## src/rtl/bank_cmd_arbiter_pkg.sv

```systemverilog
// Shared types, widths and decode helpers for the bank command arbiter.
package bank_cmd_arbiter_pkg;

  typedef enum logic [1:0] {
    ST_RD  = 2'd0,
    ST_WR  = 2'd1,
    ST_RTW = 2'd2,
    ST_WTR = 2'd3
  } dir_state_e;

  localparam int NBANKS_DEF   = 8;
  localparam int AW_DEF       = 17;
  localparam int BAW_DEF      = 3;
  localparam int CFG_W        = 8;
  localparam int STARVE_LIMIT = 16;

  function automatic logic cmd_is_act(input logic ras, input logic cas, input logic we,
                                      input logic is_cmd);
    return ras & ~cas & ~we & is_cmd;
  endfunction

endpackage

```

## src/rtl/bank_cmd_arbiter_if.sv

```systemverilog
// Bank-machine command streams plus the registered PHY command slot.
interface bank_cmd_arbiter_if #(
  parameter int NBANKS = 8,
  parameter int AW     = 17,
  parameter int BAW    = 3
);
  logic [NBANKS-1:0]     bm_cmd_valid;
  logic [NBANKS-1:0]     bm_cmd_ready;
  logic [NBANKS*AW-1:0]  bm_cmd_a;
  logic [NBANKS*BAW-1:0] bm_cmd_ba;
  logic [NBANKS-1:0]     bm_cmd_cas;
  logic [NBANKS-1:0]     bm_cmd_ras;
  logic [NBANKS-1:0]     bm_cmd_we;
  logic [NBANKS-1:0]     bm_cmd_is_cmd;
  logic [NBANKS-1:0]     bm_cmd_is_read;
  logic [NBANKS-1:0]     bm_cmd_is_write;

  logic                  out_valid;
  logic                  out_ready;
  logic [AW-1:0]         out_a;
  logic [BAW-1:0]        out_ba;
  logic                  out_cas;
  logic                  out_ras;
  logic                  out_we;
  logic                  out_is_read;
  logic                  out_is_write;

  modport master (
    output bm_cmd_valid, bm_cmd_a, bm_cmd_ba, bm_cmd_cas, bm_cmd_ras, bm_cmd_we,
           bm_cmd_is_cmd, bm_cmd_is_read, bm_cmd_is_write, out_ready,
    input  bm_cmd_ready, out_valid, out_a, out_ba, out_cas, out_ras, out_we,
           out_is_read, out_is_write
  );

  modport slave (
    input  bm_cmd_valid, bm_cmd_a, bm_cmd_ba, bm_cmd_cas, bm_cmd_ras, bm_cmd_we,
           bm_cmd_is_cmd, bm_cmd_is_read, bm_cmd_is_write, out_ready,
    output bm_cmd_ready, out_valid, out_a, out_ba, out_cas, out_ras, out_we,
           out_is_read, out_is_write
  );
endinterface

```

## src/rtl/bank_cmd_arbiter_rr_arbiter.sv

```systemverilog
// Round-robin picker: lowest requesting index at or after ptr, wrapping.
module bank_cmd_arbiter_rr_arbiter #(
  parameter int N  = 8,
  parameter int IW = (N > 1) ? $clog2(N) : 1
) (
  input  logic [N-1:0]  req,
  input  logic [IW-1:0] ptr,
  output logic [N-1:0]  grant,
  output logic [IW-1:0] grant_idx,
  output logic          grant_vld
);

  always_comb begin
    int            pos;
    logic [IW-1:0] idx;
    grant     = '0;
    grant_idx = '0;
    grant_vld = 1'b0;
    pos       = 0;
    idx       = '0;
    for (int k = 0; k < N; k++) begin
      pos = int'(ptr) + k;
      if (pos >= N) pos = pos - N;
      idx = IW'(pos);
      if (!grant_vld && req[idx]) begin
        grant[idx] = 1'b1;
        grant_idx  = idx;
        grant_vld  = 1'b1;
      end
    end
  end

endmodule

```

## src/rtl/bank_cmd_arbiter.sv

```systemverilog
// Picks one bank-machine command per cycle into a registered PHY slot with tRRD and R/W turnaround.
// Optional build macro BANK_CMD_ARB_STARVE_LIMIT_EN caps consecutive same-direction CAS grants.
//
// state  | meaning
// ST_RD  | reads eligible, writes wait
// ST_WR  | writes eligible, reads wait
// ST_RTW | read-to-write turnaround, no CAS eligible
// ST_WTR | write-to-read turnaround, no CAS eligible
module bank_cmd_arbiter
  import bank_cmd_arbiter_pkg::*;
#(
  parameter int NBANKS = NBANKS_DEF,
  parameter int AW     = AW_DEF,
  parameter int BAW    = BAW_DEF
) (
  input  logic             sys_clk,
  input  logic             sys_rst_n,
  input  logic [CFG_W-1:0] tWTR_cfg,
  input  logic [CFG_W-1:0] tRTW_cfg,
  input  logic [CFG_W-1:0] tRRD_cfg,
  bank_cmd_arbiter_if.slave bus
);
  localparam int IW = (NBANKS > 1) ? $clog2(NBANKS) : 1;

  dir_state_e       state, state_nxt;
  logic [CFG_W-1:0] turn_cnt, turn_cnt_nxt, rrd_cnt, rrd_cnt_nxt;
  logic [IW-1:0]    rr_ptr, grant_idx;
  logic [NBANKS-1:0] is_act, elig, req, grant;
  logic             grant_vld, load_en, act_granted;
  logic             rd_pend, wr_pend, rd_open, wr_open, rd_starved, wr_starved;
  logic             leave_rd, leave_wr;

  logic [AW-1:0]    win_a, slot_a;
  logic [BAW-1:0]   win_ba, slot_ba;
  logic [4:0]       win_bits, slot_bits;
  logic             slot_valid;

  always_comb begin
    is_act = '0;
    for (int i = 0; i < NBANKS; i++) begin
      is_act[i] = cmd_is_act(bus.bm_cmd_ras[i], bus.bm_cmd_cas[i], bus.bm_cmd_we[i],
                             bus.bm_cmd_is_cmd[i]);
    end
  end

  assign rd_pend = |(bus.bm_cmd_valid & bus.bm_cmd_is_read);
  assign wr_pend = |(bus.bm_cmd_valid & bus.bm_cmd_is_write);
  assign rd_open = (state == ST_RD) & ~rd_starved;
  assign wr_open = (state == ST_WR) & ~wr_starved;

  assign elig = bus.bm_cmd_valid &
                ((bus.bm_cmd_is_cmd & (~is_act | {NBANKS{rrd_cnt == '0}})) |
                 (bus.bm_cmd_is_read & {NBANKS{rd_open}}) |
                 (bus.bm_cmd_is_write & {NBANKS{wr_open}}));

  // Gating with reset keeps ready low on a reset cycle even though the slot looks free.
  assign load_en = ~slot_valid | bus.out_ready;
  assign req     = elig & {NBANKS{load_en & sys_rst_n}};

  bank_cmd_arbiter_rr_arbiter #(.N(NBANKS), .IW(IW)) u_rr (
    .req       (req),
    .ptr       (rr_ptr),
    .grant     (grant),
    .grant_idx (grant_idx),
    .grant_vld (grant_vld)
  );

  assign bus.bm_cmd_ready = grant;
  assign act_granted      = |(grant & is_act);

`ifdef BANK_CMD_ARB_STARVE_LIMIT_EN
  logic [7:0] streak;
  logic       cas_granted;
  assign cas_granted = |(grant & (bus.bm_cmd_is_read | bus.bm_cmd_is_write));
  // A saturated streak blocks the current direction so the opposite side gets the bus next.
  assign rd_starved  = (state == ST_RD) & (streak >= 8'(STARVE_LIMIT)) & wr_pend;
  assign wr_starved  = (state == ST_WR) & (streak >= 8'(STARVE_LIMIT)) & rd_pend;

  always_ff @(posedge sys_clk) begin
    if (!sys_rst_n)                           streak <= '0;
    else if (state_nxt != state)              streak <= '0;
    else if (cas_granted && streak != 8'hFF)  streak <= streak + 8'd1;
  end
`else
  assign rd_starved = 1'b0;
  assign wr_starved = 1'b0;
`endif

  assign leave_rd = wr_pend & (~rd_pend | rd_starved);
  assign leave_wr = rd_pend & (~wr_pend | wr_starved);

  always_comb begin
    state_nxt    = state;
    turn_cnt_nxt = turn_cnt;
    case (state)
      ST_RD:   if (leave_rd) begin state_nxt = ST_RTW; turn_cnt_nxt = tRTW_cfg; end
      ST_WR:   if (leave_wr) begin state_nxt = ST_WTR; turn_cnt_nxt = tWTR_cfg; end
      ST_RTW:  if (turn_cnt == '0) state_nxt = ST_WR; else turn_cnt_nxt = turn_cnt - 1'b1;
      ST_WTR:  if (turn_cnt == '0) state_nxt = ST_RD; else turn_cnt_nxt = turn_cnt - 1'b1;
      default: state_nxt = ST_RD;
    endcase

    rrd_cnt_nxt = rrd_cnt;
    if (act_granted)         rrd_cnt_nxt = tRRD_cfg;
    else if (rrd_cnt != '0)  rrd_cnt_nxt = rrd_cnt - 1'b1;
  end

  always_comb begin
    win_a    = '0;
    win_ba   = '0;
    win_bits = '0;
    for (int i = 0; i < NBANKS; i++) begin
      if (grant[i]) begin
        win_a    = bus.bm_cmd_a[i*AW +: AW];
        win_ba   = bus.bm_cmd_ba[i*BAW +: BAW];
        win_bits = {bus.bm_cmd_cas[i], bus.bm_cmd_ras[i], bus.bm_cmd_we[i],
                    bus.bm_cmd_is_read[i], bus.bm_cmd_is_write[i]};
      end
    end
  end

  always_ff @(posedge sys_clk) begin
    if (!sys_rst_n) begin
      state      <= ST_RD;
      turn_cnt   <= '0;
      rrd_cnt    <= '0;
      rr_ptr     <= '0;
      slot_valid <= 1'b0;
      slot_a     <= '0;
      slot_ba    <= '0;
      slot_bits  <= '0;
    end else begin
      state    <= state_nxt;
      turn_cnt <= turn_cnt_nxt;
      rrd_cnt  <= rrd_cnt_nxt;
      if (load_en) begin
        slot_valid <= grant_vld;
        if (grant_vld) begin
          slot_a    <= win_a;
          slot_ba   <= win_ba;
          slot_bits <= win_bits;
          rr_ptr    <= (grant_idx == IW'(NBANKS - 1)) ? '0 : grant_idx + 1'b1;
        end
      end
    end
  end

  assign bus.out_valid    = slot_valid;
  assign bus.out_a        = slot_a;
  assign bus.out_ba       = slot_ba;
  assign bus.out_cas      = slot_bits[4];
  assign bus.out_ras      = slot_bits[3];
  assign bus.out_we       = slot_bits[2];
  assign bus.out_is_read  = slot_bits[1];
  assign bus.out_is_write = slot_bits[0];

endmodule
```

## src/flat_wrapper.sv

```systemverilog
// flat-port wrapper written by rule: the top's interface ports become plain ports
module bank_cmd_arbiter_flat import bank_cmd_arbiter_pkg::*;
#(
  parameter int NBANKS = NBANKS_DEF,
  parameter int AW     = AW_DEF,
  parameter int BAW    = BAW_DEF
)
  (sys_clk, sys_rst_n, tWTR_cfg, tRTW_cfg, tRRD_cfg, bus_bm_cmd_valid, bus_bm_cmd_a, bus_bm_cmd_ba, bus_bm_cmd_cas, bus_bm_cmd_ras, bus_bm_cmd_we, bus_bm_cmd_is_cmd, bus_bm_cmd_is_read, bus_bm_cmd_is_write, bus_out_ready, bus_bm_cmd_ready, bus_out_valid, bus_out_a, bus_out_ba, bus_out_cas, bus_out_ras, bus_out_we, bus_out_is_read, bus_out_is_write);
  bank_cmd_arbiter_if #(.NBANKS(NBANKS), .AW(AW), .BAW(BAW)) bus_i ();
  input  logic sys_clk;
  input  logic sys_rst_n;
  input  logic [CFG_W-1:0] tWTR_cfg;
  input  logic [CFG_W-1:0] tRTW_cfg;
  input  logic [CFG_W-1:0] tRRD_cfg;
  input wire logic [$bits(bus_i.bm_cmd_valid)-1:0] bus_bm_cmd_valid;
  input wire logic [$bits(bus_i.bm_cmd_a)-1:0] bus_bm_cmd_a;
  input wire logic [$bits(bus_i.bm_cmd_ba)-1:0] bus_bm_cmd_ba;
  input wire logic [$bits(bus_i.bm_cmd_cas)-1:0] bus_bm_cmd_cas;
  input wire logic [$bits(bus_i.bm_cmd_ras)-1:0] bus_bm_cmd_ras;
  input wire logic [$bits(bus_i.bm_cmd_we)-1:0] bus_bm_cmd_we;
  input wire logic [$bits(bus_i.bm_cmd_is_cmd)-1:0] bus_bm_cmd_is_cmd;
  input wire logic [$bits(bus_i.bm_cmd_is_read)-1:0] bus_bm_cmd_is_read;
  input wire logic [$bits(bus_i.bm_cmd_is_write)-1:0] bus_bm_cmd_is_write;
  input wire logic [$bits(bus_i.out_ready)-1:0] bus_out_ready;
  output wire logic [$bits(bus_i.bm_cmd_ready)-1:0] bus_bm_cmd_ready;
  output wire logic [$bits(bus_i.out_valid)-1:0] bus_out_valid;
  output wire logic [$bits(bus_i.out_a)-1:0] bus_out_a;
  output wire logic [$bits(bus_i.out_ba)-1:0] bus_out_ba;
  output wire logic [$bits(bus_i.out_cas)-1:0] bus_out_cas;
  output wire logic [$bits(bus_i.out_ras)-1:0] bus_out_ras;
  output wire logic [$bits(bus_i.out_we)-1:0] bus_out_we;
  output wire logic [$bits(bus_i.out_is_read)-1:0] bus_out_is_read;
  output wire logic [$bits(bus_i.out_is_write)-1:0] bus_out_is_write;
  assign bus_i.bm_cmd_valid = bus_bm_cmd_valid;
  assign bus_i.bm_cmd_a = bus_bm_cmd_a;
  assign bus_i.bm_cmd_ba = bus_bm_cmd_ba;
  assign bus_i.bm_cmd_cas = bus_bm_cmd_cas;
  assign bus_i.bm_cmd_ras = bus_bm_cmd_ras;
  assign bus_i.bm_cmd_we = bus_bm_cmd_we;
  assign bus_i.bm_cmd_is_cmd = bus_bm_cmd_is_cmd;
  assign bus_i.bm_cmd_is_read = bus_bm_cmd_is_read;
  assign bus_i.bm_cmd_is_write = bus_bm_cmd_is_write;
  assign bus_i.out_ready = bus_out_ready;
  assign bus_bm_cmd_ready = bus_i.bm_cmd_ready;
  assign bus_out_valid = bus_i.out_valid;
  assign bus_out_a = bus_i.out_a;
  assign bus_out_ba = bus_i.out_ba;
  assign bus_out_cas = bus_i.out_cas;
  assign bus_out_ras = bus_i.out_ras;
  assign bus_out_we = bus_i.out_we;
  assign bus_out_is_read = bus_i.out_is_read;
  assign bus_out_is_write = bus_i.out_is_write;
  bank_cmd_arbiter #(.NBANKS(NBANKS), .AW(AW), .BAW(BAW)) u_core (.sys_clk(sys_clk), .sys_rst_n(sys_rst_n), .tWTR_cfg(tWTR_cfg), .tRTW_cfg(tRTW_cfg), .tRRD_cfg(tRRD_cfg), .bus(bus_i));
endmodule
```

## config.mk

```make
export PLATFORM = sky130hd
export DESIGN_NAME = bank_cmd_arbiter_flat
export DESIGN_NICKNAME = d
export VERILOG_FILES = /design/src/rtl/bank_cmd_arbiter_pkg.sv /design/src/rtl/bank_cmd_arbiter_if.sv /design/src/rtl/bank_cmd_arbiter_rr_arbiter.sv /design/src/rtl/bank_cmd_arbiter.sv /design/src/flat_wrapper.sv
export SDC_FILE = /design/constraint.sdc
export NUM_CORES = 1
export LEC_CHECK = 0
export ABC_AREA = 1
export BUFFER_PORTS_ARGS = -buffer_cell sky130_fd_sc_hd__buf_2
export CAP_MARGIN = 15
export CORE_MARGIN = 8
export CORE_UTILIZATION = 40
export CTS_BUF_LIST = sky130_fd_sc_hd__clkbuf_8
export DETAILED_ROUTE_END_ITERATION = 12
export GPL_ROUTABILITY_DRIVEN = 0
export PLACE_DENSITY = 0.82
export SLEW_MARGIN = 20
export SYNTH_ARGS = -nofsm -noshare
export SYNTH_HDL_FRONTEND = slang
export SYNTH_SLANG_ARGS = --single-unit
```

## constraint.sdc

```tcl
create_clock -name sys_clk -period 3.3 [get_ports sys_clk]
set_input_delay 0.66 -clock sys_clk [delete_from_list [all_inputs] [get_ports sys_clk]]
set_output_delay 0.66 -clock sys_clk [all_outputs]
set_load 0.01 [all_outputs]
```

==> flow_summary.toml, run 1 <==
[detailed_routing]
ant_nets = 0
wire_per_inst_um = 21.4
finalWirelength_um = 36500
first_iter_violations = 1215
vias = 10268
drc = 0
viasPerCell = 6.01
drtPass1Iterations = 10

[min_path]
min-delay-start = "u_core.bus.out_a[4]$_SDFFE_PN0P_"
holdPathEnd = "u_core.bus.out_a[4]$_SDFFE_PN0P_"
hold_depth = 2
hp-class = "register to register"

[clocking]
cts_buffer_depth = 2
root_buffer = "clkbuf_8"
htreeDepth = 2
cts.clk_slew.worst_paths_ps = 90
cts_sinks = 47
cts_hold_buf = 0
cts_tree = "yes"
worstSkewPairLatency_ps = 310
cts_buffers = 5

[worst_setup_path]
cp.required_ps = 3540
crit_path_end_kind = "register"
worstPathArrival_ps = 4040
r2r_slack_ps = -500
crit-reg2reg-launch = "u_core.rrd_cnt[1]$_SDFFE_PN0P_"
timing.rr.end = "u_core.rrd_cnt[6]$_SDFFE_PN0P_"
start_kind = "register"
slowest_delay_ps = 340
crit_slowest_cell = "dfxtp_2"
cp_max_fo = 9
critPathKind = "register to register"
crit_path_start = "u_core.rrd_cnt[1]$_SDFFE_PN0P_"
reg2reg_depth = 26

[yosys]
synth-simple-area-share_pct = 39.2
synth_compound_area_share_pct = 27.3
synth_top_family_by_area = "simple AND/OR/NAND/NOR gates"
async_flop_share_pct = 0
ys_types = 50
ys_seq_elements = 47
synthAdderAreaFrac_pct = 3.45
synthFlopType = "dfxtp_1"
syn_area_sq_mm = 0.00616
synth_xor_area_share_pct = 0.568
synth-warning-count = 0
netlist_instances = 1115
synth_edf_count = 0
ys_seq_area_share_pct = 15.3
avgSynthCellArea_sq_um = 5.53
syn_nets = 1375
synthMuxAreaShare_pct = 0

[timing]
setup_viol = 44
period_minus_slack_ps = 3800
finalHoldViolCount = 0
clock_skew_ps = 5.53
max_freq_mhz = 263
finalCritPeriodShare_pct = 115
slew-limit-headroom_pct = 63.1
finalMaxSlewViolations = 0
rsz0062_at_grt = "yes"
timing.final.ws_setup_ps = -503
worstMarginPinSlew_ps = 551

[floorplanning]
num_rows = 45
start_util_pct = 40.7
dieArea_sq_mm = 0.0196
fp.dieW_um = 140
core_area_sq_mm = 0.0151
io_pins = 277
fp.dieH_um = 140

[global_routing]
grt_max_degree = 46
grtUsageTotal_pct = 29.7
grt_overflow = 0
grt_pass1_vias = 9390
grt_pass1_wl_um = 47200
antenna_found_initial = 5

[run_status]
status = "finished with violations"
violations = "setup timing"

[layout]
drive_above_1_share_pct = 47.8
final_area_sq_mm = 0.0103
fin_nets = 1776
area_delta_synth_final_pct = 66.6

[flow_run]
maxCapViolations = 0

[placement]
placed_cell_area_sq_mm = 0.00860
dp_hpwl_um = 23700
port_buffers = 276
worst max-delay path, delay by kind of cell, from the launching register on:
kind / cells / cell delay [ps]
AO/OA/AOI/OAI: 4 / 380
adder cells (fa/ha/maj): 1 / 160
buffers and inverters: 5 / 730
flip-flops: 1 / 340
AND/OR/NAND/NOR: 16 / 2100
logic make-up (layout without fill, tap and decap cells):
| group | count (synthesis) | count (layout) |
|---|---|---|
| xor+xnor | 4 | 4 |
| simple gates | 523 | 523 |
| compound gates | 309 | 309 |
| other cells | 0 | 4 |
| fa+ha+maj | 17 | 17 |
| flops | 47 | 47 |
| buf+inv | 215 | 616 |
repair_timing:
action                                  CTS  global route
setup buffers                            12            27
gates cloned                              1            11
resized for setup                        75           199
endpoints found under the setup margin   44            44
pin swaps                                22            79
cell usage after synthesis (all sizes together), types with 2 or more instances:
library cell  number  area [sq um]
clkbuf            24          90.1
a211oi             3          22.5
inv              161           609
a31oi              3          25.0
nand2            303          1220
nor2              70           313
o2111ai            2          17.5
a221oi             2          17.5
o21ai             71           374
o31ai              2          15.0
nand4             16           121
o211ai             2          15.0
nor3              23           131
nor4               3          18.8
buf               29           173
or2                5          31.3
nand3            100           553
o22ai             17           106
nand3b             2          15.0
ha                17           213
dfxtp             47           941
xor2               3          26.3
a21oi            203          1050
routing by layer:
metal	track usage (%)	routed length, um
met5	0	0
met4	18.8	3010
met3	6.05	4190
met2	53.0	17500
met1	31.6	11900
flip-flops by register name (all words and copies together) (netlist names):
name and count:
u_core.bus.out_a 17, u_core.bus.out_ba 3, u_core.bus.out_valid 1, u_core.rr_ptr 3, u_core.rrd_cnt 8, u_core.slot_bits 5
u_core.state 2, u_core.turn_cnt 8
cell type report:
type	count	area, sq um
Clock inverter	2	33.8
Timing Repair inverter	2	17.5
Fill cell	1210	4870
Tap cell	188	235
Inverter	162	623
Antenna cell	4	10.0
Multi-Input combinational cell	853	5250
Clock buffer	5	68.8
Timing Repair Buffer	445	3090
Sequential cell	47	945
per-stage QoR:
| stage | TNS, ps | setup WS, ps | std cells | hold slack, ps | util (%) |
|---|---|---|---|---|---|
| 2_1_floorplan | -24.6 | -24.6 | 1115 | 484 | - |
| 6_report | -15470 | -503 | 1708 | 562 | 67.8 |
| 3_5_place_dp | -12000 | -422 | 1647 | 524 | 56.8 |
| 4_1_cts | -2280 | -165 | 1667 | 546 | 60.2 |
| 3_3_place_gp | -9710 | -378 | 1647 | 515 | 56.8 |
| 5_1_grt | -22120 | -664 | 1708 | 585 | 67.8 |
worst max path at each step:
stage | end | slack (ps) | depth (start not counted)
after global placement | u_core.rr_ptr[2]$_SDFFE_PN0P_ | -380 | 19
after floorplan | bus_bm_cmd_ready[6] | -20 | 14
final | u_core.rrd_cnt[6]$_SDFFE_PN0P_ | -500 | 26
after CTS | bus_bm_cmd_ready[4] | -160 | 19
after detailed placement | u_core.rr_ptr[2]$_SDFFE_PN0P_ | -420 | 19
after global routing | u_core.rrd_cnt[6]$_SDFFE_PN0P_ | -660 | 26
cell usage in the layout, fill, tap and decap left out, types with 5 or more instances in the layout:
cell / synthesis / final
nor2_4: 5 / 11
nor2_2: 5 / 8
clkbuf_16: 0 / 5
buf_2: 21 / 269
nand2_2: 22 / 61
a21oi_2: 9 / 82
ha_1: 17 / 12
o21ai_0: 63 / 51
dfxtp_1: 47 / 44
o21ai_1: 3 / 7
nand3_1: 91 / 55
a21oi_4: 0 / 6
o21ai_2: 5 / 12
nor3_1: 21 / 17
nand2_1: 277 / 233
nand2_4: 4 / 7
nand3_4: 1 / 5
nand3_2: 8 / 40
o22ai_1: 17 / 15
buf_12: 0 / 17
a21oi_1: 194 / 115
nand4_1: 14 / 14
nor2_1: 60 / 51
inv_1: 156 / 151
clkbuf_8: 0 / 5
buf_6: 4 / 25
inv_2: 3 / 9
nor3_2: 1 / 5
buf_4: 2 / 127
Power of run 1 is not shown: default switching activity piles up to over one toggle a cycle in this logic, so the estimate is an artifact.
==> run 2: changes to the inputs <==
==> constraint.sdc (replaced) <==
create_clock -name sys_clk -period 3.3 [get_ports sys_clk]
set_input_delay 0.33 -clock sys_clk [delete_from_list [all_inputs] [get_ports sys_clk]]
set_output_delay 0.33 -clock sys_clk [all_outputs]
set_load 0.01 [all_outputs]
==> flow_summary.toml, run 2 (same netlist as run 1, synthesis figures left out) <==
[clocking]
cts_buffer_depth = 2
cts_sinks = 47
cts_tree = "yes"
root_buffer = "clkbuf_8"
cts.clk_slew.worst_paths_ps = 100
cts_hold_buf = 0
worstSkewPairLatency_ps = 320
cts_buffers = 5
htreeDepth = 2

[layout]
final_common_cell = "buf_2"
utilization_pct = 63.5
area_delta_synth_final_pct = 56.1
fin_cells = 1647
largest_register_ffs = 17
drive_above_1_share_pct = 42.7
final_cell_mix = "269 x buf_2, 224 x nand2_1, 174 x a21oi_1"
n_fill_cell = 1264
fin_nets = 1715

[pwr]
peakVddDrop_uv = 915
clkPwrFrac_pct = 2.5
power.leakage_uw = 0.00507
pwr-share-comb_pct = 90.5
p_sw_share_pct = 57.4
p_switching_uw = 8290
p_per_area_mw_per_mm2 = 1500
p_int_uw = 6150
p_seq_share_pct = 7.0

[floorplanning]
start_util_pct = 40.7
num_rows = 45
fp.dieW_um = 140
core_area_sq_mm = 0.0151
dieArea_sq_mm = 0.0196
io_pins = 277
fp.dieH_um = 140

[placement]
port_buffers = 276
dp_hpwl_um = 22900
dp.cells = 1597
dp_slack_ps = -270

[detailed_routing]
finalWirelength_um = 32700
ant_nets = 0
viasPerCell = 5.88
drc = 0
first_iter_violations = 1197
drtPass1Iterations = 7
vias = 9689
wire_per_inst_um = 19.8

[timing]
hold_ws_ps = 243
finalCritPeriodShare_pct = 105
slew-limit-headroom_pct = 50.6
finalHoldViolCount = 0
setup_viol = 44
rsz0062_at_grt = "yes"
period_minus_slack_ps = 3470
fin_tns_setup_ps = -3810
max_freq_mhz = 288
clock_skew_ps = 11.2
worstMarginPinSlew_ps = 734
timing.final.ws_setup_ps = -171
finalMaxSlewViolations = 0

[flow_run]
maxCapViolations = 0

[global_routing]
grt_overflow = 0
grt_pass1_vias = 9116
grt_max_degree = 44
antenna_found_initial = 3
grt_pass1_wl_um = 45500
grtUsageTotal_pct = 28.3

[min_path]
hp-class = "input pin to register"
hold_depth = 3

[worst_setup_path]
crit_path_end_kind = "register"
reg2reg_depth = 24
worstPathArrival_ps = 3720
critPathKind = "register to register"
cp_max_fo = 11
start_kind = "register"
cp.required_ps = 3550

[run_status]
status = "finished with violations"
violations = "setup timing"
run 2: cell count changes in the layout (fill, tap and decap cells not counted), moves of 4 or more:
| cell | before | now |
|---|---|---|
| a21oi_1 | 115 | 174 |
| a21oi_2 | 82 | 29 |
| a21oi_4 | 6 | 0 |
| buf_12 | 17 | 10 |
| buf_4 | 127 | 76 |
| nand2_1 | 233 | 224 |
| nand2_4 | 7 | 15 |
| nand3_1 | 55 | 43 |
| nand3_2 | 40 | 44 |
| nand3_4 | 5 | 13 |
| o21ai_2 | 12 | 6 |
run 2: stage by stage:
stage          power [uW]  instance area, sq um
2_1_floorplan        7590                  6160
3_3_place_gp        10800                  8200
3_5_place_dp        11000                  8200
4_1_cts             11800                  8580
5_1_grt             15400                  9620
6_report            14400                  9620
run 2: per-layer routing:
layer / vias to the layer above / wire length (um) / GRT usage (%)
li1: 4359 / - / -
met1: 4309 / 11100 / 30.3
met2: 810 / 15800 / 50.3
met3: 211 / 3500 / 6.08
met4: 0 / 2300 / 16.5
met5: - / 0 / 0
run 2: final timing paths:
check             slack [ps]                                to                              from
setup / recovery        -170    u_core.rrd_cnt[1]$_SDFFE_PN0P_    u_core.rrd_cnt[2]$_SDFFE_PN0P_
hold reg to reg          560  u_core.bus.out_a[6]$_SDFFE_PN0P_  u_core.bus.out_a[6]$_SDFFE_PN0P_
hold / removal           240    u_core.rrd_cnt[3]$_SDFFE_PN0P_                       tRRD_cfg[3]
setup reg to reg        -170    u_core.rrd_cnt[1]$_SDFFE_PN0P_    u_core.rrd_cnt[2]$_SDFFE_PN0P_
run 2: what timing repair did:
| item | 4_1_cts | 5_1_grt |
|---|---|---|
| cloned | 2 | 7 |
| resized for setup | 47 | 182 |
| setup endpoints to repair | 43 | 44 |
| setup buffers | 7 | 24 |
| pin swaps | 14 | 44 |
run 2: power by group through the flow:
stage	logic (uW)	registers [uW]	clock network (uW)
finish	13100	1010	362
global route	14000	1030	378
CTS	10500	976	353
detailed placement	9980	981	0
global placement	9830	971	0
floorplan	6580	1010	0
run 2: area by class of cell:
cell class / instances / area, sq um / area share, %
Antenna cell: 3 / 7.51 / 0.0780
Clock buffer: 5 / 68.8 / 0.715
Clock inverter: 3 / 16.3 / 0.169
Inverter: 162 / 639 / 6.64
Multi-Input combinational cell: 853 / 5110 / 53.1
Sequential cell: 47 / 953 / 9.91
Tap cell: 188 / 235 / 2.44
Timing Repair Buffer: 385 / 2580 / 26.8
Timing Repair inverter: 1 / 8.76 / 0.0910
run 2: worst max-delay path: stages (launching register included):
cell	delay (ps)
dfxtp_2	360
nor2_4	140
nand2_4	120
o21ai_4	210
nand2_1	160
nand2_1	160
nand3_2	120
nand3_2	130
nand3_2	130
nand2_4	130
inv_2	70
nand2_4	100
nor2_2	70
nand2_2	130
nor2_2	60
nor3_2	200
nand3_2	150
buf_12	190
nand2_1	90
nand2_2	70
nor2_4	120
nand2_4	100
nand2_1	110
nand2_1	90
a21oi_2	160
(Power assumes the default switching activity.)
